--- src/rtl/lsu_pkg.sv ---
// Shared types and lane-mask helper for the load/store word adapter.
package lsu_pkg;

  typedef enum logic [1:0] {
    SZ_B = 2'b00,
    SZ_H = 2'b01,
    SZ_W = 2'b10
  } size_t;

  typedef enum logic [1:0] {
    IDLE = 2'd0,
    RD   = 2'd1,
    WR   = 2'd2,
    RESP = 2'd3
  } state_t;

  // Bytes touched by an access; word (and anything else) covers all four lanes.
  function automatic logic [3:0] lane_mask(input logic [1:0] size, input logic [1:0] lane);
    logic [3:0] m;
    case (size)
      SZ_B:    m = 4'b0001 << lane;
      SZ_H:    m = 4'b0011 << {lane[1], 1'b0};
      default: m = 4'b1111;
    endcase
    return m;
  endfunction

endpackage

--- src/rtl/lsu_byte_lane.sv ---
// Combinational lane extract/extend for loads and read-modify-write merge for stores.
module lsu_byte_lane
  import lsu_pkg::*;
(
  input  logic [1:0]  size,
  input  logic [1:0]  lane,
  input  logic        is_unsigned,
  input  logic [31:0] rdata,
  input  logic [31:0] wdata,
  input  logic [31:0] merge,
  output logic [31:0] ld_data,
  output logic [31:0] st_data
);

  logic [7:0]  byte_sel;
  logic [15:0] half_sel;
  logic [3:0]  mask;
  logic [31:0] bit_mask;
  logic [31:0] repl;

  always_comb begin
    byte_sel = rdata[8*lane +: 8];
    half_sel = lane[1] ? rdata[31:16] : rdata[15:0];
    ld_data  = rdata;
    repl     = wdata;
    case (size)
      SZ_B: begin
        ld_data = {{24{~is_unsigned & byte_sel[7]}}, byte_sel};
        repl    = {4{wdata[7:0]}};
      end
      SZ_H: begin
        ld_data = {{16{~is_unsigned & half_sel[15]}}, half_sel};
        repl    = {2{wdata[15:0]}};
      end
      default: begin
        ld_data = rdata;
        repl    = wdata;
      end
    endcase
    mask     = lane_mask(size, lane);
    bit_mask = {{8{mask[3]}}, {8{mask[2]}}, {8{mask[1]}}, {8{mask[0]}}};
    st_data  = (repl & bit_mask) | (merge & ~bit_mask);
  end

endmodule

--- src/rtl/lsu_word_adapter.sv ---
// Turns byte/halfword/word load-store requests into word accesses on a word-only memory.
//   state | meaning
//   IDLE  | ready for a request
//   RD    | memory read: load capture or store merge capture
//   WR    | memory write (one cycle)
//   RESP  | one-cycle completion pulse
module lsu_word_adapter
  import lsu_pkg::*;
#(
  parameter int ADDR_W = 32
) (
  input  logic              clk,
  input  logic              rst,
  input  logic              req_valid,
  output logic              req_ready,
  input  logic              req_we,
  input  logic [1:0]        req_size,
  input  logic              req_unsigned,
  input  logic [ADDR_W-1:0] req_addr,
  input  logic [31:0]       req_wdata,
  output logic              resp_valid,
  output logic [31:0]       resp_rdata,
  output logic              resp_err,
  output logic              mem_we,
  output logic [ADDR_W-1:0] mem_addr,
  output logic [31:0]       mem_wdata,
  input  logic [31:0]       mem_rdata
);

  state_t            state;
  logic              we_q;
  logic              uns_q;
  logic [1:0]        size_q;
  logic [ADDR_W-1:0] addr_q;
  logic [31:0]       wdata_q;
  logic [31:0]       merge_q;
  logic [31:0]       rdata_q;
  logic              err_q;
  logic              accept;
  logic              req_err;
  logic [31:0]       ld_data;
  logic [31:0]       st_data;

  assign req_ready = (state == IDLE);
  assign accept    = req_valid && req_ready;

  always_comb begin
    req_err = 1'b0;
    if (req_size == 2'b11)                            req_err = 1'b1;
    if (req_size == SZ_H && req_addr[0])              req_err = 1'b1;
    if (req_size == SZ_W && req_addr[1:0] != 2'b00)   req_err = 1'b1;
  end

  lsu_byte_lane u_lane (
    .size        (size_q),
    .lane        (addr_q[1:0]),
    .is_unsigned (uns_q),
    .rdata       (mem_rdata),
    .wdata       (wdata_q),
    .merge       (merge_q),
    .ld_data     (ld_data),
    .st_data     (st_data)
  );

  // Gating with rst keeps a reset that lands in WR from corrupting memory.
  assign mem_we     = (state == WR) && !rst;
  assign mem_addr   = (state == RD || state == WR) ? {addr_q[ADDR_W-1:2], 2'b00} : '0;
  assign mem_wdata  = (state == WR) ? st_data : 32'h0;
  assign resp_valid = (state == RESP);
  assign resp_rdata = rdata_q;
  assign resp_err   = err_q;

  always_ff @(posedge clk) begin
    if (rst) begin
      state   <= IDLE;
      we_q    <= 1'b0;
      uns_q   <= 1'b0;
      size_q  <= 2'b00;
      addr_q  <= '0;
      wdata_q <= 32'h0;
      merge_q <= 32'h0;
      rdata_q <= 32'h0;
      err_q   <= 1'b0;
    end else begin
      case (state)
        IDLE: begin
          if (accept) begin
            we_q    <= req_we;
            uns_q   <= req_unsigned;
            size_q  <= req_size;
            addr_q  <= req_addr;
            wdata_q <= req_wdata;
            rdata_q <= 32'h0;
            err_q   <= req_err;
            if (req_err)                          state <= RESP;
            else if (!req_we || req_size != SZ_W) state <= RD;
            else                                  state <= WR;
          end
        end
        RD: begin
          if (we_q) begin
            merge_q <= mem_rdata;
            state   <= WR;
          end else begin
            rdata_q <= ld_data;
            state   <= RESP;
          end
        end
        WR:      state <= RESP;
        default: state <= IDLE;
      endcase
    end
  end

endmodule
--- config.mk ---
export PLATFORM = sky130hd
export DESIGN_NAME = lsu_word_adapter
export DESIGN_NICKNAME = d
export VERILOG_FILES = /design/src/rtl/lsu_pkg.sv /design/src/rtl/lsu_byte_lane.sv /design/src/rtl/lsu_word_adapter.sv
export SDC_FILE = /design/constraint.sdc
export NUM_CORES = 1
export LEC_CHECK = 0
export CAP_MARGIN = 20
export CORE_MARGIN = 8
export CORE_UTILIZATION = 50
export CTS_CLUSTER_DIAMETER = 50
export CTS_CLUSTER_SIZE = 10
export DETAILED_ROUTE_END_ITERATION = 8
export DONT_BUFFER_PORTS = 1
export GPL_TIMING_DRIVEN = 0
export SYNTH_ARGS = -nofsm -noshare
export SYNTH_HDL_FRONTEND = slang
export SYNTH_HIERARCHICAL = 1
export SYNTH_SLANG_ARGS = --single-unit
--- constraint.sdc ---
create_clock -name clk -period 2.7 [get_ports clk]
set_input_delay 0.135 -clock clk [delete_from_list [all_inputs] [get_ports clk]]
set_output_delay 0.135 -clock clk [all_outputs]
set_load 0.03 [all_outputs]
==> results.py, run 1 <==
metrics = {
    "clock_tree": {
        "cts.sinks": 135,
        "cts_tree": "built",
        "numCtsBuffers": 17,
        "cts_resized": 0,
        "hold_buffers": 100,
        "cts.path.max_buffers": 2,
        "post_cts_buffers": 0,
        "cts_root_buffer": "clkbuf_16",
        "clk_latency_ns": 0.43,
        "clk_pin_slew_worst_paths_ns": 0.06,
        "h-tree-depth": 4,
    },
    "timing": {
        "drv_slew": 0,
        "relSlewSlack_pct": 55.97,
        "finalSetupViolCount": 0,
        "worst_slack_ns": 0.2826,
        "hold_violations": 0,
        "period_share_pct": 89.54,
        "min_period_ns": 2.417,
        "max_freq_mhz": 413.7,
        "rsz0062_at_grt": "no",
        "finalSetupTns_ns": 0,
        "finClkSkew_ns": 0.009791,
        "worstMarginPinSlew_ns": 0.6592,
    },
    "synth": {
        "synth_edf_count": 0,
        "synth_seq_cells": 135,
        "syn_area_per_cell_sq_um": 7.888,
        "seq_area_frac_synth_pct": 38.76,
        "synth.distinct_cells": 47,
        "synth_commonest_cells": "nand2_1 (216), a21oi_1 (135), dfxtp_1 (135)",
        "yosys_warnings": 6,
        "synthesis.instances": 884,
        "yosysTopAreaCell": "dfxtp_1",
        "synthMostInstantiatedCell": "nand2_1",
        "synth_top_cell_area_share_pct": 38.76,
        "synth_flop_cell": "dfxtp_1",
        "synthTopCellsByArea": "dfxtp_1 (39%), nand2_1 (12%), a21oi_1 (9.7%)",
        "async_flop_share_pct": 0,
        "netlist_area_sq_um": 6973,
    },
    "power_and_ir_drop": {
        "peakVddDrop_v": 0.0006098,
        "cellLeakagePower_nw": 3.275,
        "powerDensity_nw_per_um2": 925.1,
    },
    "floorplanning": {
        "die_y_um": 134.1,
        "fp.dieW_um": 134.1,
        "io_pins": 203,
        "dieArea_sq_um": 17980,
        "core_area_sq_um": 13770,
        "rows": 43,
        "start_util_pct": 50.63,
    },
    "detailed_routing": {
        "ant_nets": 0,
        "drt-initial-drc-count": 577,
        "first_pass_iters": 5,
        "drc": 0,
        "viasPerCell": 5.822,
        "via_count": 6969,
        "finalWirelength_mm": 25.33,
        "routedWlPerCell_um": 21.16,
    },
    "global_route": {
        "grt_pass1_vias": 7148,
        "gr-total-overflow": 0,
        "grt_max_degree": 17,
        "antenna_found_initial": 0,
        "grt_pass1_wl_mm": 38.56,
        "grtUsageTotal_pct": 27.74,
    },
    "placed_design": {
        "dpl.hpwl_mm": 18.37,
        "place.gp.congestion": 0.8954,
        "place_ws_ns": 0.5189,
        "io_buffer_count": 0,
    },
    "setup_path": {
        "worst_ep_arrival_time_ns": 2.28,
        "path_max_fanout": 10,
        "crit_type": "register to output port",
        "start_kind": "register",
        "cp-end-kind": "output port",
        "required_ns": 2.57,
    },
    "cells_and_area": {
        "drive_gt1_share_pct": 12.68,
        "antenna_cells": 0,
        "area_growth_syn_to_layout_pct": 26.93,
        "nets": 1111,
    },
    "run_status": {
        "outcome": "complete, no violations",
    },
    "hold_path": {
        "hp-class": "input pin to register",
    },
    "job": {
        "cap_violations": 0,
    },
}
## sequential cells by signal, summed over array words and instances (netlist names)
name and count:
wdata_q 32, addr_q 32, state 2, uns_q 1, resp_err 1, we_q 1
merge_q 32, resp_rdata 32, size_q 2
## critical path, cell delays in order (launching register included)
cell and delay [ns]:
dfxtp_1 0.46, buf_4 0.24, clkbuf_1 0.39, o21ai_0 0.20, mux2_4 0.28, and2_1 0.28
## cells by family (layout without fill, tap and decap cells)
logic type	after synthesis	after routing	share of synthesized area (%)
compound gates	228	228	18.86
buf+inv	89	221	6.119
other cells	1	2	0.05378
mux	68	68	11.16
flops	135	135	38.76
simple gates	359	359	24.33
fa+ha+maj	4	4	0.7178
## final timing paths
path	startpoint	to	slack, ns	cells after the start
max reg2reg	state[0]$_SDFFE_PP0P_	resp_rdata[11]$_SDFFE_PP0P_	0.44	6
min	req_size[1]	state[1]$_SDFFE_PP0P_	0.02	3
min reg2reg	addr_q[24]$_SDFFE_PP0P_	addr_q[24]$_SDFFE_PP0P_	0.45	2
max	size_q[1]$_SDFFE_PP0P_	mem_wdata[31]	0.28	5
## report_power, final
| group | internal, W | switching (W) |
|---|---|---|
| Sequential | 0.00233 | 0.000447 |
| Clock | 0.00164 | 0.000893 |
| Combinational | 0.00104 | 0.00183 |
## through the flow
| step | power, W | area, sq um | util (%) | hold WS [ns] | instances |
|---|---|---|---|---|---|
| floorplan | 0.004806 | 6977 | - | 0.2710 | 885 |
| global placement | 0.005403 | 7202 | 52.29 | 0.2734 | 1065 |
| detailed placement | 0.005505 | 7202 | 52.29 | 0.2778 | 1065 |
| CTS | 0.008158 | 8851 | 64.26 | 0.003186 | 1197 |
| global route | 0.008585 | 8851 | 64.26 | 0.02150 | 1197 |
| finish | 0.008188 | 8851 | 64.26 | 0.01648 | 1197 |
## per-layer routing
metal	global-route usage, %	wire, um	vias up	share of wire [%]
met2	47.05	12210	328	48
li1	-	-	3283	-
met3	9.761	2391	39	9.4
met5	0	0	-	0
met1	32.18	10330	3319	41
met4	8.297	401	0	1.6
## cell usage in the layout, fill, tap and decap left out, types with 21 or more instances in the layout
cell,Yosys,routed
a21oi_1,135,135
and2_1,65,65
clkbuf_1,45,45
dfxtp_1,135,135
dlygate4sd3_1,0,100
mux2_2,42,42
nand2_1,216,216
nand4_1,32,32
nor2b_1,21,21
o21ai_0,41,41
## final cells by class
class                   instances  area [sq um]
fillers                      1213          4922
multi-input cells             661          3847
flip-flops and latches        135          2703
repair buffers                100          1001
clock buffers                  21         480.5
plain buffers                  83         404.1
well taps                     180         225.2
clock inverters                11         167.7
inverters                       6         22.52
No activity file was read; power rests on OpenSTA's default activity.
==> run 2, diff against run 1 <==
Settings changed: PLACE_DENSITY_LB_ADDON from default to 0.12, SLEW_MARGIN from default to 20.
==> run 2 against run 1 <==
Effect of this change:
- first-iteration DRC count down 5.7%
- setup slack worse by 0.058 ns
- largest power group unchanged
- register-to-register slack barely moved
- global-route usage grew 0.31 points
- clock skew decreased by 0.0044 ns
- critical path depth grew 1
- sequential power is essentially flat
==> results.py, run 2 (synthesized netlist as in run 1, its figures left out) <==
metrics = {
    "run_status": {
        "outcome": "complete, no violations",
    },
    "clock_tree": {
        "clk_pin_slew_worst_paths_ns": 0.06,
        "cts_resized": 0,
        "cts.path.max_buffers": 2,
        "post_cts_buffers": 0,
        "cts.sinks": 135,
        "cts_tree": "built",
        "clk_latency_ns": 0.42,
        "hold_buffers": 100,
        "numCtsBuffers": 17,
        "cts_root_buffer": "clkbuf_16",
        "h-tree-depth": 4,
    },
    "hold_path": {
        "min_delay_path_depth": 3,
        "hold-path-endpoint": "state[1]$_SDFFE_PP0P_",
        "hp-class": "input pin to register",
        "hp-start": "req_addr[0]",
    },
    "cells_and_area": {
        "ff_latch_area_sq_um": 2703,
        "layout_common_cells": "nand2_1 (216), a21oi_1 (135), dfxtp_1 (135)",
        "multi_input_area_sq_um": 3847,
        "antenna_cells": 0,
        "nFillCells": 1147,
        "area_growth_syn_to_layout_pct": 26.92,
        "finalNonFillerCells": 1197,
        "utilization_pct": 64.25,
        "layout_commonest_cell": "nand2_1",
        "nets": 1111,
        "drive_gt1_share_pct": 12.49,
    },
    "global_route": {
        "grt_pass1_wl_mm": 39.16,
        "grt_pass1_vias": 7104,
        "antenna_found_initial": 0,
        "grtUsageTotal_pct": 28.05,
        "gr-total-overflow": 0,
        "grt_max_degree": 17,
    },
    "setup_path": {
        "crit_type": "register to output port",
        "path_max_fanout": 10,
        "worst_ep_arrival_time_ns": 2.34,
        "start_kind": "register",
        "cp-end-kind": "output port",
        "rr_endpoint": "resp_rdata[11]$_SDFFE_PP0P_",
        "rr_worst_depth": 6,
        "required_ns": 2.57,
        "ff2ff_setup_slack_ns": 0.45,
        "r2r-start": "state[0]$_SDFFE_PP0P_",
    },
    "power_and_ir_drop": {
        "peakVddDrop_v": 0.0007492,
        "power_w": 0.008201,
        "powerDensity_nw_per_um2": 926.7,
        "cellLeakagePower_nw": 3.265,
    },
    "floorplanning": {
        "fp.dieW_um": 134.1,
        "io_pins": 203,
        "start_util_pct": 50.63,
        "rows": 43,
        "dieArea_sq_um": 17980,
        "core_area_sq_um": 13770,
        "die_y_um": 134.1,
    },
    "timing": {
        "max_freq_mhz": 404.0,
        "drv_slew": 0,
        "hold_violations": 0,
        "rsz0062_at_grt": "no",
        "relSlewSlack_pct": 56.16,
        "period_share_pct": 91.67,
        "finalSetupTns_ns": 0,
        "hold_slack_ns": 0.01956,
        "worstMarginPinSlew_ns": 0.6562,
        "min_period_ns": 2.475,
        "finClkSkew_ns": 0.005354,
        "finalSetupViolCount": 0,
    },
    "detailed_routing": {
        "drt-initial-drc-count": 544,
        "ant_nets": 0,
        "routedWlPerCell_um": 21.17,
        "viasPerCell": 5.834,
        "via_count": 6983,
        "drc": 0,
        "first_pass_iters": 7,
        "finalWirelength_mm": 25.35,
    },
    "placed_design": {
        "io_buffer_count": 0,
        "dpl.hpwl_mm": 18.19,
        "dp_cells": 1065,
        "place.gp.congestion": 0.8993,
    },
    "job": {
        "cap_violations": 0,
    },
}
-- run 2: changes by cell type in the layout (fill, tap and decap cells not counted) --
cell	delta
bufinv_16	+1
clkbuf_1	+2
clkbuf_8	-3
clkinv_2	-1
clkinv_4	+2
clkinvlp_4	+1
inv_6	-2
-- run 2: power by group --
part | internal (W) | switching, W | total, W
Sequential | 0.00233 | 0.000443 | 0.00277
Combinational | 0.00104 | 0.00183 | 0.00287
Clock | 0.00166 | 0.000898 | 0.00256
-- run 2: how the worst max path moves through the flow --
stage	from	end	slack [ns]	depth (start not counted)
2_1_floorplan	size_q[1]$_SDFFE_PP0P_	mem_wdata[19]	1.0	5
5_1_grt	size_q[1]$_SDFFE_PP0P_	mem_wdata[27]	0.04	6
3_5_place_dp	state[0]$_SDFFE_PP0P_	resp_rdata[11]$_SDFFE_PP0P_	0.54	6
4_1_cts	size_q[1]$_SDFFE_PP0P_	mem_wdata[25]	0.24	6
6_report	size_q[1]$_SDFFE_PP0P_	mem_wdata[25]	0.22	6
3_3_place_gp	state[0]$_SDFFE_PP0P_	resp_rdata[11]$_SDFFE_PP0P_	0.62	6
-- run 2: metrics by stage --
stage,setup WS (ns),instance area (sq um)
floorplan,0.9970,6977
global route,0.04424,8850
CTS,0.2448,8850
detailed placement,0.5355,7202
finish,0.2250,8850
global placement,0.6197,7202
-- run 2: cell type report --
type	count	share of cell area, %
tap	180	2.545
clock inverter	12	2.262
inverter	6	0.2545
timing repair buffer	100	11.31
multi-input combinational	661	43.48
clock buffer	20	5.047
sequential	135	30.54
buffer	83	4.567
-- run 2: worst max-delay path: stages, from the launching register on --
cell and delay (ns):
dfxtp_1 0.45, buf_4 0.25, clkbuf_1 0.44, nand2_1 0.11, o21ai_0 0.15, mux2_4 0.20
and2_1 0.31
-- run 2: routing by layer --
metal | vias up | global-route usage, % | part of all wire (%)
met3 | 58 | 11.48 | 11
met1 | 3302 | 32.58 | 39
li1 | 3273 | - | -
met5 | - | 0 | 0
met4 | 0 | 9.981 | 2.5
met2 | 350 | 45.60 | 47
==> run 3, diff against run 2 <==
Clock period 2.7 ns to 2.25 ns, I/O delays scaled along.
==> run 3 against run 2 <==
Effect of this change:
- register-to-register slack got worse by 0.18 ns
- sequential share of layout area down 0.30 points
- critical path type unchanged
- combinational power increased by 23%
- via count is 0.13% higher
- sequential power grew 20%
- non-clock buffer count did not move
- power grew 21%
- clock skew barely moved
- setup slack worse by 0.18 ns
==> results.py, run 3 (synthesized netlist as in run 1, its figures left out) <==
metrics = {
    "detailed_routing": {
        "via_count": 6992,
        "finalWirelength_mm": 25.43,
        "viasPerCell": 5.841,
        "first_pass_iters": 5,
        "routedWlPerCell_um": 21.24,
        "drc": 0,
        "drt-initial-drc-count": 554,
        "ant_nets": 0,
    },
    "floorplanning": {
        "die_y_um": 134.1,
        "rows": 43,
        "io_pins": 203,
        "start_util_pct": 50.63,
        "fp.dieW_um": 134.1,
        "dieArea_sq_um": 17980,
        "core_area_sq_um": 13770,
    },
    "timing": {
        "rsz0062_at_grt": "no",
        "relSlewSlack_pct": 56.44,
        "finalSetupViolCount": 0,
        "max_freq_mhz": 454.0,
        "hold_violations": 0,
        "period_share_pct": 97.89,
        "finClkSkew_ns": 0.005546,
        "worstMarginPinSlew_ns": 0.6521,
        "drv_slew": 0,
        "finalSetupTns_ns": 0,
        "min_period_ns": 2.202,
    },
    "setup_path": {
        "required_ns": 2.14,
        "cp-end-kind": "output port",
        "worst_ep_arrival_time_ns": 2.09,
        "crit_type": "register to output port",
        "path_max_fanout": 10,
        "start_kind": "register",
    },
    "clock_tree": {
        "clk_pin_slew_worst_paths_ns": 0.06,
        "clk_latency_ns": 0.43,
        "cts.sinks": 135,
        "cts_root_buffer": "clkbuf_16",
        "h-tree-depth": 4,
        "cts_tree": "built",
        "cts.path.max_buffers": 2,
        "numCtsBuffers": 17,
    },
    "global_route": {
        "antenna_found_initial": 0,
        "use_met1_pct": 32.65,
        "grtUsageTotal_pct": 28.05,
        "grt_pass1_wl_mm": 39.18,
        "gr-total-overflow": 0,
        "grt_pass1_vias": 7100,
        "top_usage_layer": "met2",
        "grt_max_degree": 17,
        "use_met3_pct": 10.88,
        "use_met2_pct": 46.02,
    },
    "placed_design": {
        "dp_cells": 1065,
        "io_buffer_count": 0,
        "place.gp.congestion": 0.8993,
        "dpl.hpwl_mm": 18.19,
    },
    "cells_and_area": {
        "drive_gt1_share_pct": 14.65,
        "area_growth_syn_to_layout_pct": 28.40,
        "antenna_cells": 0,
        "layout_commonest_cell": "nand2_1",
        "finalNonFillerCells": 1197,
        "nets": 1111,
        "nFillCells": 1125,
        "layout_common_cells": "nand2_1 (216), a21oi_1 (135), dfxtp_1 (133)",
    },
    "power_and_ir_drop": {
        "powerDensity_nw_per_um2": 1109,
        "peakVddDrop_v": 0.0009038,
        "cellLeakagePower_nw": 3.303,
    },
    "run_status": {
        "outcome": "complete, no violations",
    },
    "job": {
        "cap_violations": 0,
    },
    "hold_path": {
        "hp-class": "input pin to register",
    },
}
[run 3: cell counts in the layout (fill, tap and decap cells not counted)]
No cell type changed its count.
[run 3: path summary, 6_finish.rpt]
check | from | endpoint | slack [ns] | cells past startpoint
min | req_size[1] | resp_err$_SDFFE_PP0P_ | 0.04 | 3
max | size_q[0]$_SDFFE_PP0P_ | mem_wdata[29] | 0.05 | 6
max reg2reg | state[0]$_SDFFE_PP0P_ | resp_rdata[17]$_SDFFE_PP0P_ | 0.27 | 6
min reg2reg | addr_q[29]$_SDFFE_PP0P_ | addr_q[29]$_SDFFE_PP0P_ | 0.45 | 2
[run 3: worst max-delay path: stages, from the launching register on]
cell and delay, ns:
dfxtp_1 0.31, buf_6 0.16, or2_4 0.27, a21o_1 0.20, buf_6 0.15, mux2_4 0.29
and2_1 0.27
[run 3: metrics by stage]
stage          hold WS, ns  utilization [%]  worst slack, ns  cell area (sq um)  total power (W)
3_3_place_gp        0.2518            52.29           0.1697               7202         0.006476
3_5_place_dp        0.2567            52.29          0.08554               7202         0.006586
5_1_grt            0.06096            65.01         0.003321               8954          0.01041
4_1_cts            0.03654            64.69        0.0002627               8910         0.009844
2_1_floorplan       0.2485                -           0.5684               6977         0.005767
6_report           0.04339            65.01          0.04752               8954         0.009932
[run 3: repair_timing]
| item | 4_1_cts | 5_1_grt |
|---|---|---|
| cloned | 0 | 0 |
| resized for setup | 28 | 19 |
| buffers inserted | 0 | 0 |
| endpoints found under the setup margin | 24 | 60 |
| pin swaps | 1 | 1 |
| hold buffers | 100 | 0 |
| endpoints found under the hold margin | 103 | 0 |
[run 3: metal layers]
metal | share of wire (%) | up-vias
met5 | 0 | -
met4 | 2.7 | 0
li1 | - | 3276
met1 | 40 | 3309
met3 | 11 | 64
met2 | 47 | 343
[run 3: cell type report]
cell class	count	area, sq um	share of cell area, %
multi-input combinational	661	3909	43.66
sequential	135	2708	30.24
timing repair buffer	100	1001	11.18
clock buffer	20	446.7	4.989
buffer	83	441.7	4.933
tap	180	225.2	2.515
clock inverter	12	200.2	2.236
inverter	6	22.52	0.2515
[run 3: power by group]
| group | switching, W | internal (W) | total, W |
|---|---|---|---|
| Sequential | 0.000535 | 0.00280 | 0.00333 |
| Combinational | 0.00222 | 0.00132 | 0.00354 |
| Clock | 0.00107 | 0.00199 | 0.00307 |
| Total | 0.00382 | 0.00611 | 0.00993 |
